[src/rtl/if_fetch_pkg.sv]
// Shared definitions for the instruction-fetch stage: bus types, the
// all-zero bubble word, the fetch FSM state encoding and small helpers.
package if_fetch_pkg;

  localparam int unsigned INST_W       = 32;
  localparam int unsigned ADDR_W       = 32;
  localparam int unsigned BYTE_W       = 8;
  localparam int unsigned STALL_W      = 6;
  localparam int unsigned STALL_IF_BIT = 1;

  typedef logic [STALL_W-1:0] stall_bus_t;
  typedef logic [ADDR_W-1:0]  inst_addr_bus_t;
  typedef logic [INST_W-1:0]  inst_bus_t;

  localparam inst_bus_t ZERO_WORD = '0;

  typedef enum logic [2:0] {
    S_REQ0 = 3'd0,
    S_REQ1 = 3'd1,
    S_REQ2 = 3'd2,
    S_REQ3 = 3'd3,
    S_LAST = 3'd4,
    S_DONE = 3'd5
  } fetch_state_t;

  // Byte offset from pc requested in a given state (0 outside REQ1..REQ3).
  function automatic inst_addr_bus_t req_offset(input fetch_state_t s);
    case (s)
      S_REQ1:  return ADDR_W'(1);
      S_REQ2:  return ADDR_W'(2);
      S_REQ3:  return ADDR_W'(3);
      default: return ADDR_W'(0);
    endcase
  endfunction

  // State following a granted request.
  function automatic fetch_state_t req_succ(input fetch_state_t s);
    case (s)
      S_REQ0:  return S_REQ1;
      S_REQ1:  return S_REQ2;
      S_REQ2:  return S_REQ3;
      default: return S_LAST;
    endcase
  endfunction

endpackage

[src/rtl/fetch_byte_asm.sv]
// Little-endian byte assembler: each shift pushes din into the top byte,
// so after four shifts word = {b3,b2,b1,b0}.
// Ports: clk, rst (sync, active-high), clr (discard partial word),
//        shift (accept din), din (byte in), word_c (word including din).
module fetch_byte_asm
  import if_fetch_pkg::*;
(
  input  logic              clk,
  input  logic              rst,
  input  logic              clr,
  input  logic              shift,
  input  logic [BYTE_W-1:0] din,
  output logic [INST_W-1:0] word_c
);

  logic [INST_W-1:0] word;

  // Value the register takes on a shift; also the completed word when
  // din carries the last byte.
  assign word_c = {din, word[INST_W-1:BYTE_W]};

  always_ff @(posedge clk) begin
    if (rst || clr) begin
      word <= ZERO_WORD;
    end else if (shift) begin
      word <= word_c;
    end
  end

endmodule

[src/rtl/if_fetch.sv]
// Instruction-fetch stage: owns the PC, reads each instruction as four
// little-endian bytes over a granted byte port, and presents it to IF/ID.
// Ports: clk, rst (sync, active-high); stall_sign (bit1 holds IF);
//        branch_flag/branch_target (EX redirect); mem_grant/mem_rdata and
//        mem_re/mem_addr (byte port); if_pc/if_inst (0 = bubble);
//        if_stall_req (fetch in flight).
module if_fetch
  import if_fetch_pkg::*;
#(
  parameter logic [ADDR_W-1:0] RESET_PC = 32'h0000_0000
) (
  input  logic               clk,
  input  logic               rst,
  input  logic [STALL_W-1:0] stall_sign,
  input  logic               branch_flag,
  input  logic [ADDR_W-1:0]  branch_target,
  input  logic               mem_grant,
  input  logic [BYTE_W-1:0]  mem_rdata,
  output logic               mem_re,
  output logic [ADDR_W-1:0]  mem_addr,
  output logic [ADDR_W-1:0]  if_pc,
  output logic [INST_W-1:0]  if_inst,
  output logic               if_stall_req
);

  fetch_state_t      state, next_state;
  logic [ADDR_W-1:0] pc, pc_next;
  logic              pending;
  logic              granted;
  logic              re_next;
  logic              asm_clr, asm_shift;
  logic [INST_W-1:0] word_c;
  logic              unused_stall;

  assign unused_stall = ^{stall_sign[STALL_W-1:STALL_IF_BIT+1], stall_sign[0]};

  // mem_re is only ever high in a REQ state, so it qualifies the grant.
  assign granted = mem_re & mem_grant;

  fetch_byte_asm u_asm (
    .clk    (clk),
    .rst    (rst),
    .clr    (asm_clr),
    .shift  (asm_shift),
    .din    (mem_rdata),
    .word_c (word_c)
  );

  // Next-state, next-PC and request decode; a redirect overrides everything.
  always_comb begin
    next_state = state;
    pc_next    = pc;
    re_next    = 1'b0;
    asm_clr    = 1'b0;
    asm_shift  = 1'b0;
    if (branch_flag) begin
      next_state = S_REQ0;
      pc_next    = branch_target;
      asm_clr    = 1'b1;
    end else begin
      case (state)
        S_REQ0, S_REQ1, S_REQ2, S_REQ3: begin
          // pending marks the byte granted last cycle, now on mem_rdata.
          asm_shift = pending;
          if (granted) begin
            next_state = req_succ(state);
            re_next    = (req_succ(state) != S_LAST);
          end else begin
            re_next = 1'b1;
          end
        end
        S_LAST: begin
          asm_shift  = 1'b1;
          next_state = S_DONE;
        end
        S_DONE: begin
          if (!stall_sign[STALL_IF_BIT]) begin
            next_state = S_REQ0;
            pc_next    = pc + ADDR_W'(4);
            re_next    = 1'b1;
            asm_clr    = 1'b1;
          end
        end
        default: begin
          next_state = S_REQ0;
          asm_clr    = 1'b1;
        end
      endcase
    end
  end

  // State, PC and registered outputs; outputs reflect the state being entered.
  always_ff @(posedge clk) begin
    if (rst) begin
      state        <= S_REQ0;
      pc           <= RESET_PC;
      pending      <= 1'b0;
      mem_re       <= 1'b0;
      mem_addr     <= '0;
      if_pc        <= '0;
      if_inst      <= ZERO_WORD;
      if_stall_req <= 1'b0;
    end else begin
      state        <= next_state;
      pc           <= pc_next;
      pending      <= granted & ~branch_flag;
      mem_re       <= re_next;
      mem_addr     <= pc_next + req_offset(next_state);
      if_stall_req <= (next_state != S_DONE);
      if (next_state == S_DONE) begin
        // Load once on entry; a stalled DONE holds the presented word.
        if (state == S_LAST) begin
          if_inst <= word_c;
          if_pc   <= pc;
        end
      end else begin
        if_inst <= ZERO_WORD;
        if_pc   <= '0;
      end
    end
  end

endmodule
[config.mk]
export PLATFORM = sky130hd
export DESIGN_NAME = if_fetch
export DESIGN_NICKNAME = d
export VERILOG_FILES = /design/src/rtl/if_fetch_pkg.sv /design/src/rtl/fetch_byte_asm.sv /design/src/rtl/if_fetch.sv
export SDC_FILE = /design/constraint.sdc
export NUM_CORES = 1
export LEC_CHECK = 0
export ABC_AREA = 1
export BUFFER_PORTS_ARGS = -buffer_cell sky130_fd_sc_hd__buf_2
export CAP_MARGIN = 20
export CORE_MARGIN = 10
export CORE_UTILIZATION = 55
export DETAILED_ROUTE_END_ITERATION = 7
export PLACE_DENSITY_LB_ADDON = 0.3
export SLEW_MARGIN = 20
export SYNTH_ARGS = -nofsm -noshare
export SYNTH_HDL_FRONTEND = slang
export SYNTH_SLANG_ARGS = --single-unit
export TNS_END_PERCENT = 20
[constraint.sdc]
create_clock -name clk -period 6.46 [get_ports clk]
set_input_delay 0.969 -clock clk [delete_from_list [all_inputs] [get_ports clk]]
set_output_delay 0.969 -clock clk [all_outputs]
set_load 0.1 [all_outputs]
==> impl_metrics.tcl, run 1 <==
set metrics [dict create \
    synth_cell_type_count 36 \
    grt_remaining_overflow 0 \
    power_switching_uw 615.9 \
    synth_ff_type "dfxtp_1" \
    synthArstFlopShare_pct 0 \
    place_congestion 0.8990 \
    synth_seq_cells 158 \
    endpoint_kind "flop" \
    seq_area_frac_synth_pct 42.22 \
    max_freq_ghz 0.2686 \
    internal_power_uw 1757 \
    path_delay_family "simple AND/OR/NAND/NOR gates" \
    swShare_pct 25.96 \
    area_growth_pct 18.62 \
    layout-drive-gt1-share_pct 24.45 \
    cts_resized 0 \
    drt-vias-per-instance 5.264 \
    run_status "finished clean" \
    hold_viol 0 \
    slew_headroom_pct 40.14 \
    die_w_um 136.7 \
    synth-edff-count 0 \
    setup_viol 0 \
    critical_path_buf_inv_count 3 \
    use_met1_pct 27.25 \
    cts_hold_buffers 0 \
    syn-num-nets 1116 \
    synth_area_um2 7492 \
    synth_top_cells_by_area "dfxtp_1 (42%), nand2_1 (16%), a21oi_1 (7.1%)" \
    row_count 42 \
    use_met2_pct 34.63 \
    cts_root_buf "clkbuf_16" \
    grt_usage_pct 21.35 \
    first_iter_violations 647 \
    grt_pass1_wl_um 32350 \
    first_pass_iters 6 \
    clockPowerShare_pct 45.1 \
    ys.warnings.count 0 \
    hpwl_um 14220 \
    die_area_um2 18690 \
    leakagePower_uw 0.003669 \
    p_comb_share_pct 11.6 \
    num_vias 7190 \
    rsz0062_at_grt "no" \
    grt.met3_usage_pct 5.425 \
    hp-class "reg -> reg" \
    path_max_fanout 67 \
    core_area_um2 13300 \
    grt_max_degree 85 \
    io_buffers 142 \
    remaining_drc_errors 0 \
    worst_pin_slew_ns 0.8968 \
    hold_ws_ns 0.4559 \
    synthTopCellsByCount "nand2_1 (315), dfxtp_1 (158), a21oi_1 (107)" \
    drt-wirelength-per-cell_um 14.70 \
    critPathSlowestCell "clkinv_2" \
    ant_nets 0 \
    numCtsBuffers 17 \
    postCtsSetupBuffers 0 \
    antenna_cells 0 \
    skew_ns 0.007691 \
    fin_util_pct 66.85 \
    multi_input_area_um2 3819 \
    die_h_um 136.7 \
    critPathKind "reg -> reg" \
    fin_crit_ns 3.723 \
    ctsHtreeMaxLevel 4 \
    io_pins 148 \
    finalSetupTns_ns 0 \
    power_density_nw_per_um2 267.0 \
    path_clk_slew_ns 0.06 \
    synth_top_area_share_pct 42.22 \
    arrival_ns 4.04 \
    avgSynthCellArea_um2 7.055 \
    cp.required_ns 6.78 \
    fill_cells 1202 \
    initial_core_util_pct 56.35 \
    cts_max_path_buffers 2 \
    start_kind "flop" \
    syn_inst 1062 \
    timing.final.crit_share_pct 57.62 \
    grt_pass1_vias 6653 \
    final-seq-area_um2 3163 \
    cts_tree "yes" \
    cts_sinks 158 \
    power_frac_seq_pct 43.3 \
    antenna_found_initial 0 \
    finalNetCount 1233 \
    p_total_uw 2373 \
    vdd_drop_max_mv 0.1486 \
    critPathMaxStageDelay_ns 0.69 \
    synth_most_common_cell "nand2_1" \
    yosysTopAreaCell "dfxtp_1" \
    top_usage_layer "met2" \
    drv_slew 0 \
    crit_chain "nand2_1 -> nor2_4 -> clkinv_2 -> nand3_1 -> nand2_1 -> a21oi_1 -> ha_1 -> fa_1 -> nand3_1 -> inv_1 -> nand2_1 -> nor2_1 -> nand3_1 -> nor2_1 -> nand2_1 -> nor2_1 -> nand2_1 -> o21ai_0 -> inv_1" \
    crit_top_cell "nand2_1" \
    clk_latency_ns 0.43 \
    routed_wl_um 20080 \
    maxCapViolations 0 \
]
metal layers:
| layer | wire [um] | up-vias |
|---|---|---|
| li1 | - | 3640 |
| met1 | 8612 | 3251 |
| met2 | 9516 | 270 |
| met3 | 1655 | 29 |
| met4 | 300 | 0 |
| met5 | 0 | - |
area by class of cell:
class	instances	share of cell area (%)
clock inverters	6	1.464
well taps	176	2.478
multi-input cells	772	42.97
flip-flops and latches	158	35.59
inverters	85	3.604
repair buffers	145	8.250
clock buffers	24	5.646
cells in the final DEF (no fill, tap or decap), types with 2 or more instances in the layout:
cell and n:
a211oi_1 3, a21oi_1 107, and2_1 2, buf_2 142, buf_4 3, bufinv_16 4, clkbuf_1 2, clkbuf_16 17
clkbuf_8 5, clkinv_1 2, clkinv_2 3, dfxtp_1 158, ha_1 3, inv_1 68, inv_2 14, nand2_1 314
nand2_2 19, nand2_4 5, nand3_1 84, nand3_2 16, nand3_4 4, nand3b_1 2, nand4_1 21, nor2_1 95
nor2_2 11, nor2_4 19, nor3_1 7, o21ai_0 23, o21ai_1 3, or2_2 25
kinds of logic (layout without fill, tap and decap cells):
kind of cell    count (synthesis)  in the layout  synth area share [%]
xor+xnor                        1              1                0.1169
simple gates                  626            626                 40.23
buf+inv                       132            260                 6.947
compound gates                141            141                 9.719
fa+ha+maj                       4              4                0.7683
flops                         158            158                 42.22
registers in the layout, indices dropped and copies added (netlist names), 3 cells and up:
name,count
if_inst,32
u_asm.word,24
mem_addr,32
state,3
pc,32
if_pc,32
power groups by stage:
stage	logic (uW)	registers, uW	clock network [uW]
after detailed placement	272	1050	0
final	274	1030	1070
after floorplan	116	1140	0
after global routing	296	1030	1120
after global placement	269	1050	0
after CTS	274	1030	1080
tightest hold or removal path, cell delays in order, from the launching register on:
cell     delay, ns
dfxtp_1       0.30
nand2_1       0.06
a21oi_1       0.05
through the flow:
step / instances / area (um2) / worst slack (ns)
2_1_floorplan: 1062 / 7492 / 2.937
3_3_place_gp: 1336 / 8254 / 2.543
3_5_place_dp: 1336 / 8254 / 2.528
4_1_cts: 1366 / 8886 / 2.813
5_1_grt: 1366 / 8887 / 2.242
6_report: 1366 / 8887 / 2.737
worst paths after layout:
check        slack (ns)           end  cells after the start   startpoint
max reg2reg        2.74  mem_addr[22]                     19     state[2]
max                2.74  mem_addr[22]                     19     state[2]
min                0.46   if_inst[31]                      2  if_inst[31]
min reg2reg        0.46   if_inst[31]                      2  if_inst[31]
(Power assumes the default switching activity.)
==> run 2, diff against run 1 <==
Settings changed: CORE_UTILIZATION 55 to 50.
Clock period 6.46 ns to 3.3 ns, I/O delays scaled along.
==> run 2 against run 1 <==
Compared with the run above:
- critical path depth did not move
- critical path type unchanged
- sequential power rose by 95%
- clock power rose by 79%
==> impl_metrics.tcl, run 2 (same netlist as run 1, synthesis figures left out) <==
set metrics [dict create \
    initial_core_util_pct 51.36 \
    drt-wirelength-per-cell_um 14.66 \
    place_congestion 0.8993 \
    cts_hold_buffers 0 \
    timing.final.crit_share_pct 87.11 \
    grt_pass1_wl_um 32400 \
    area_growth_pct 18.74 \
    cts_tree "yes" \
    first_pass_iters 5 \
    cp.required_ns 3.62 \
    start_kind "flop" \
    drv_slew 0 \
    grt_pass1_vias 6711 \
    grt_remaining_overflow 0 \
    top_usage_layer "met2" \
    slew_headroom_pct 43.04 \
    finalSetupTns_ns 0 \
    core_area_um2 14590 \
    path_max_fanout 5 \
    antenna_cells 0 \
    antenna_found_initial 0 \
    cts_root_buf "clkbuf_16" \
    max_freq_ghz 0.3479 \
    endpoint_kind "flop" \
    mostFrequentLayoutCells "nand2_1 (314), dfxtp_1 (158), buf_2 (142)" \
    remaining_drc_errors 0 \
    fin_cells 1381 \
    grt.met3_usage_pct 4.339 \
    vdd_drop_max_mv 0.3918 \
    setup_viol 0 \
    numCtsBuffers 17 \
    hold_ws_ns 0.2918 \
    layout-drive-gt1-share_pct 24.73 \
    worst_pin_slew_ns 0.8523 \
    final_common_cell "nand2_1" \
    crit_top_cell "nand2_1" \
    critPathKind "reg -> reg" \
    cts_resized 0 \
    critPathSlowestCell "dfxtp_1" \
    io_pins 148 \
    grt_usage_pct 19.57 \
    ant_nets 0 \
    path_clk_slew_ns 0.06 \
    num_vias 7151 \
    arrival_ns 3.20 \
    hp-class "in -> reg" \
    first_iter_violations 503 \
    io_buffers 142 \
    critPathMaxStageDelay_ns 0.43 \
    leakagePower_uw 0.003666 \
    fin_util_pct 60.98 \
    placed_cells 1351 \
    cts_max_path_buffers 2 \
    use_met1_pct 24.81 \
    power_density_nw_per_um2 501.8 \
    maxCapViolations 0 \
    hold_viol 0 \
    run_status "finished clean" \
    crit_chain "nand3_2 -> inv_2 -> nand2_1 -> nand3_1 -> nand2_1 -> a21oi_1 -> ha_1 -> fa_1 -> nand3_1 -> inv_1 -> nand2_1 -> nor2_1 -> nand3_1 -> nor2_1 -> nand2_1 -> nor2_1 -> nand2_1 -> o21ai_0 -> inv_1" \
    die_w_um 142.4 \
    die_area_um2 20280 \
    row_count 44 \
    skew_ns 0.006394 \
    drt-vias-per-instance 5.178 \
    use_met2_pct 31.55 \
    ctsHtreeMaxLevel 4 \
    die_h_um 142.4 \
    postCtsSetupBuffers 0 \
    fin_crit_ns 2.875 \
    clk_latency_ns 0.43 \
    critical_path_buf_inv_count 3 \
    grt_max_degree 83 \
    finalNetCount 1240 \
    path_delay_family "simple AND/OR/NAND/NOR gates" \
    rsz0062_at_grt "no" \
    routed_wl_um 20250 \
    cts_sinks 158 \
    hpwl_um 14830 \
]
run 2: changes by cell type in the layout (fill, tap and decap cells not counted), sizes merged:
cell | before | now
inv | 82 | 83
buf | 145 | 152
clkinvlp | 0 | 2
bufinv | 4 | 2
clkinv | 5 | 4
run 2: final timing paths:
kind / slack (ns) / to / cells past startpoint / start
hold reg to reg: 0.45 / if_inst[27] / 2 / if_inst[27]
hold / removal: 0.29 / state[0] / 2 / rst
setup / recovery: 0.43 / mem_addr[22] / 19 / state[2]
setup reg to reg: 0.43 / mem_addr[22] / 19 / state[2]
run 2: routing by layer:
metal  share of wire (%)  wire length (um)
met5                   0                 0
met3                 6.8              1374
met4                 2.0               413
met2                  47              9446
met1                  45              9012
run 2: cell type report:
cell class	count	area, um2
Inverter	85	319.1
Timing Repair Buffer	152	798.3
Multi-Input combinational cell	772	3819
Clock inverter	6	85.08
Clock buffer	24	481.7
Tap cell	184	230.2
Sequential cell	158	3163
Fill cell	1374	5693
run 2: metrics by stage:
step                      setup WS [ns]  total power, uW  cell area, um2
final                            0.4252             4464            8896
after global routing             0.1269             4620            8896
after CTS                        0.4550             4482            8896
after detailed placement         0.3405             2590            8329
after global placement           0.3713             2583            8329
after floorplan                  0.2508             2466            7492
run 2: where the power goes:
group	leakage (uW)	switching (uW)	internal, uW
logic	0.00211	418	123
registers	0.00129	48.2	1960
clock network	0.000272	750	1160
total	0.00367	1220	3250
==> run 3, diff against run 2 <==
Settings changed: CORE_UTILIZATION 50 to 55.
Clock period 3.3 ns to 2.7 ns, I/O delays scaled along.
==> run 3 against run 2 <==
Compared with the run above:
- combinational power grew 26%
- register-to-register slack lost 0.22 ns
- largest cell class unchanged
- power grew 29%
- design area grew 4.0%
- die area shrank 7.8%
- clock power grew 36%
==> impl_metrics.tcl, run 3 (same netlist as run 1, synthesis figures left out) <==
set metrics [dict create \
    path_max_fanout 3 \
    cts_tree "yes" \
    vdd_drop_max_mv 0.4633 \
    rsz0062_at_grt "yes" \
    die_w_um 136.7 \
    clockPowerShare_pct 45.3 \
    final_common_cell "nand2_1" \
    drt-wirelength-per-cell_um 14.68 \
    place_ws_ns -0.06589 \
    hpwl_um 14700 \
    clk_latency_ns 0.42 \
    run_status "finished clean" \
    power_frac_seq_pct 42.8 \
    grt_remaining_overflow 0 \
    endpoint_kind "flop" \
    maxCapViolations 0 \
    internal_power_uw 4251 \
    remaining_drc_errors 0 \
    grt_usage_pct 21.76 \
    path_clk_slew_ns 0.06 \
    cp.required_ns 3.02 \
    area_growth_pct 23.45 \
    max_freq_ghz 0.4002 \
    ant_nets 0 \
    antenna_found_initial 0 \
    cts_root_buf "clkbuf_16" \
    cts_sinks 158 \
    multi_input_area_um2 3862 \
    layout-drive-gt1-share_pct 27.85 \
    grt_max_degree 66 \
    ctsHtreeMaxLevel 4 \
    mostFrequentLayoutCells "nand2_1 (313), dfxtp_1 (155), buf_2 (142)" \
    num_vias 7329 \
    final-seq-area_um2 3167 \
    power_switching_uw 1485 \
    arrival_ns 2.82 \
    critPathKind "reg -> reg" \
    worst_pin_slew_ns 0.6491 \
    setup_slack_ns 0.2011 \
    fin_crit_ns 2.499 \
    die_h_um 136.7 \
    timing.final.crit_share_pct 92.55 \
    leakagePower_uw 0.003864 \
    power_density_nw_per_um2 620.2 \
    grt_pass1_wl_um 32960 \
    core_area_um2 13300 \
    skew_ns 0.008105 \
    p_comb_share_pct 11.9 \
    drv_slew 0 \
    io_pins 148 \
    fill_cells 1100 \
    hold_viol 0 \
    routed_wl_um 20610 \
    row_count 42 \
    setup_viol 0 \
    antenna_cells 0 \
    first_iter_violations 608 \
    drt-vias-per-instance 5.220 \
    cts_hold_buffers 0 \
    io_buffers 142 \
    p_total_uw 5736 \
    grt_pass1_vias 6902 \
    numCtsBuffers 17 \
    finalNetCount 1270 \
    swShare_pct 25.89 \
    cts_max_path_buffers 2 \
    slew_headroom_pct 56.73 \
    first_pass_iters 5 \
    die_area_um2 18690 \
    initial_core_util_pct 56.35 \
    hp-class "in -> reg" \
    place_congestion 0.8871 \
    start_kind "flop" \
]
[run 3: critical path, stage by stage (launching register included)]
cell	delay, ns
dfxtp_1	0.34
inv_2	0.06
nand2_1	0.10
nor2_4	0.04
inv_2	0.06
nand3_1	0.13
a21oi_2	0.18
ha_2	0.20
fa_2	0.22
nand3_1	0.11
inv_1	0.10
nand2_1	0.06
nor2_2	0.12
nand3_1	0.13
nor2_2	0.17
nand2_1	0.08
nor2_2	0.10
nand2_1	0.05
o21ai_0	0.07
inv_1	0.06
[run 3: what timing repair did]
| action | 4_1_cts | 5_1_grt |
|---|---|---|
| resized for setup | 0 | 17 |
| buffers inserted | 0 | 5 |
| endpoints found under the setup margin | 0 | 16 |
[run 3: power groups by stage]
stage / Combinational, uW / Sequential [uW] / Clock, uW
after floorplan: 280 / 2740 / 0
after global placement: 666 / 2500 / 0
after detailed placement: 672 / 2500 / 0
after CTS: 678 / 2450 / 2620
after global routing: 735 / 2460 / 2730
final: 682 / 2460 / 2600
[run 3: per-layer routing]
layer	up-vias	wire length (um)	track usage, %
met5	-	0	0
met1	3332	8880	27.39
met3	32	1682	5.352
met2	254	9652	35.60
met4	0	399	7.337
li1	3711	-	-
[run 3: area by class of cell]
| cell class | instances | share of cell area [%] |
|---|---|---|
| Multi-Input combinational cell | 772 | 41.76 |
| Sequential cell | 158 | 34.24 |
| Timing Repair Buffer | 182 | 11.20 |
| Clock buffer | 26 | 5.614 |
| Inverter | 85 | 3.450 |
| Tap cell | 176 | 2.381 |
| Clock inverter | 5 | 1.353 |
[run 3: path summary, 6_finish.rpt]
| check | from | endpoint | slack, ns | depth (start not counted) |
|---|---|---|---|---|
| setup / recovery | state[1] | mem_addr[22] | 0.20 | 19 |
| hold reg to reg | if_pc[2] | if_pc[2] | 0.46 | 2 |
| hold / removal | mem_rdata[3] | if_inst[27] | 0.25 | 3 |
| setup reg to reg | state[1] | mem_addr[22] | 0.20 | 19 |
[run 3: through the flow]
step	hold WS [ns]	cells	area [um2]	TNS, ns	utilization, %
2_1_floorplan	0.4410	1062	7505	-0.01275	-
3_3_place_gp	0.4449	1368	8508	-0.01768	63.99
3_5_place_dp	0.4503	1368	8508	-0.3109	63.99
4_1_cts	0.2343	1399	9153	0	68.84
5_1_grt	0.2413	1404	9249	-0.1076	69.57
6_report	0.2465	1404	9249	0	69.57
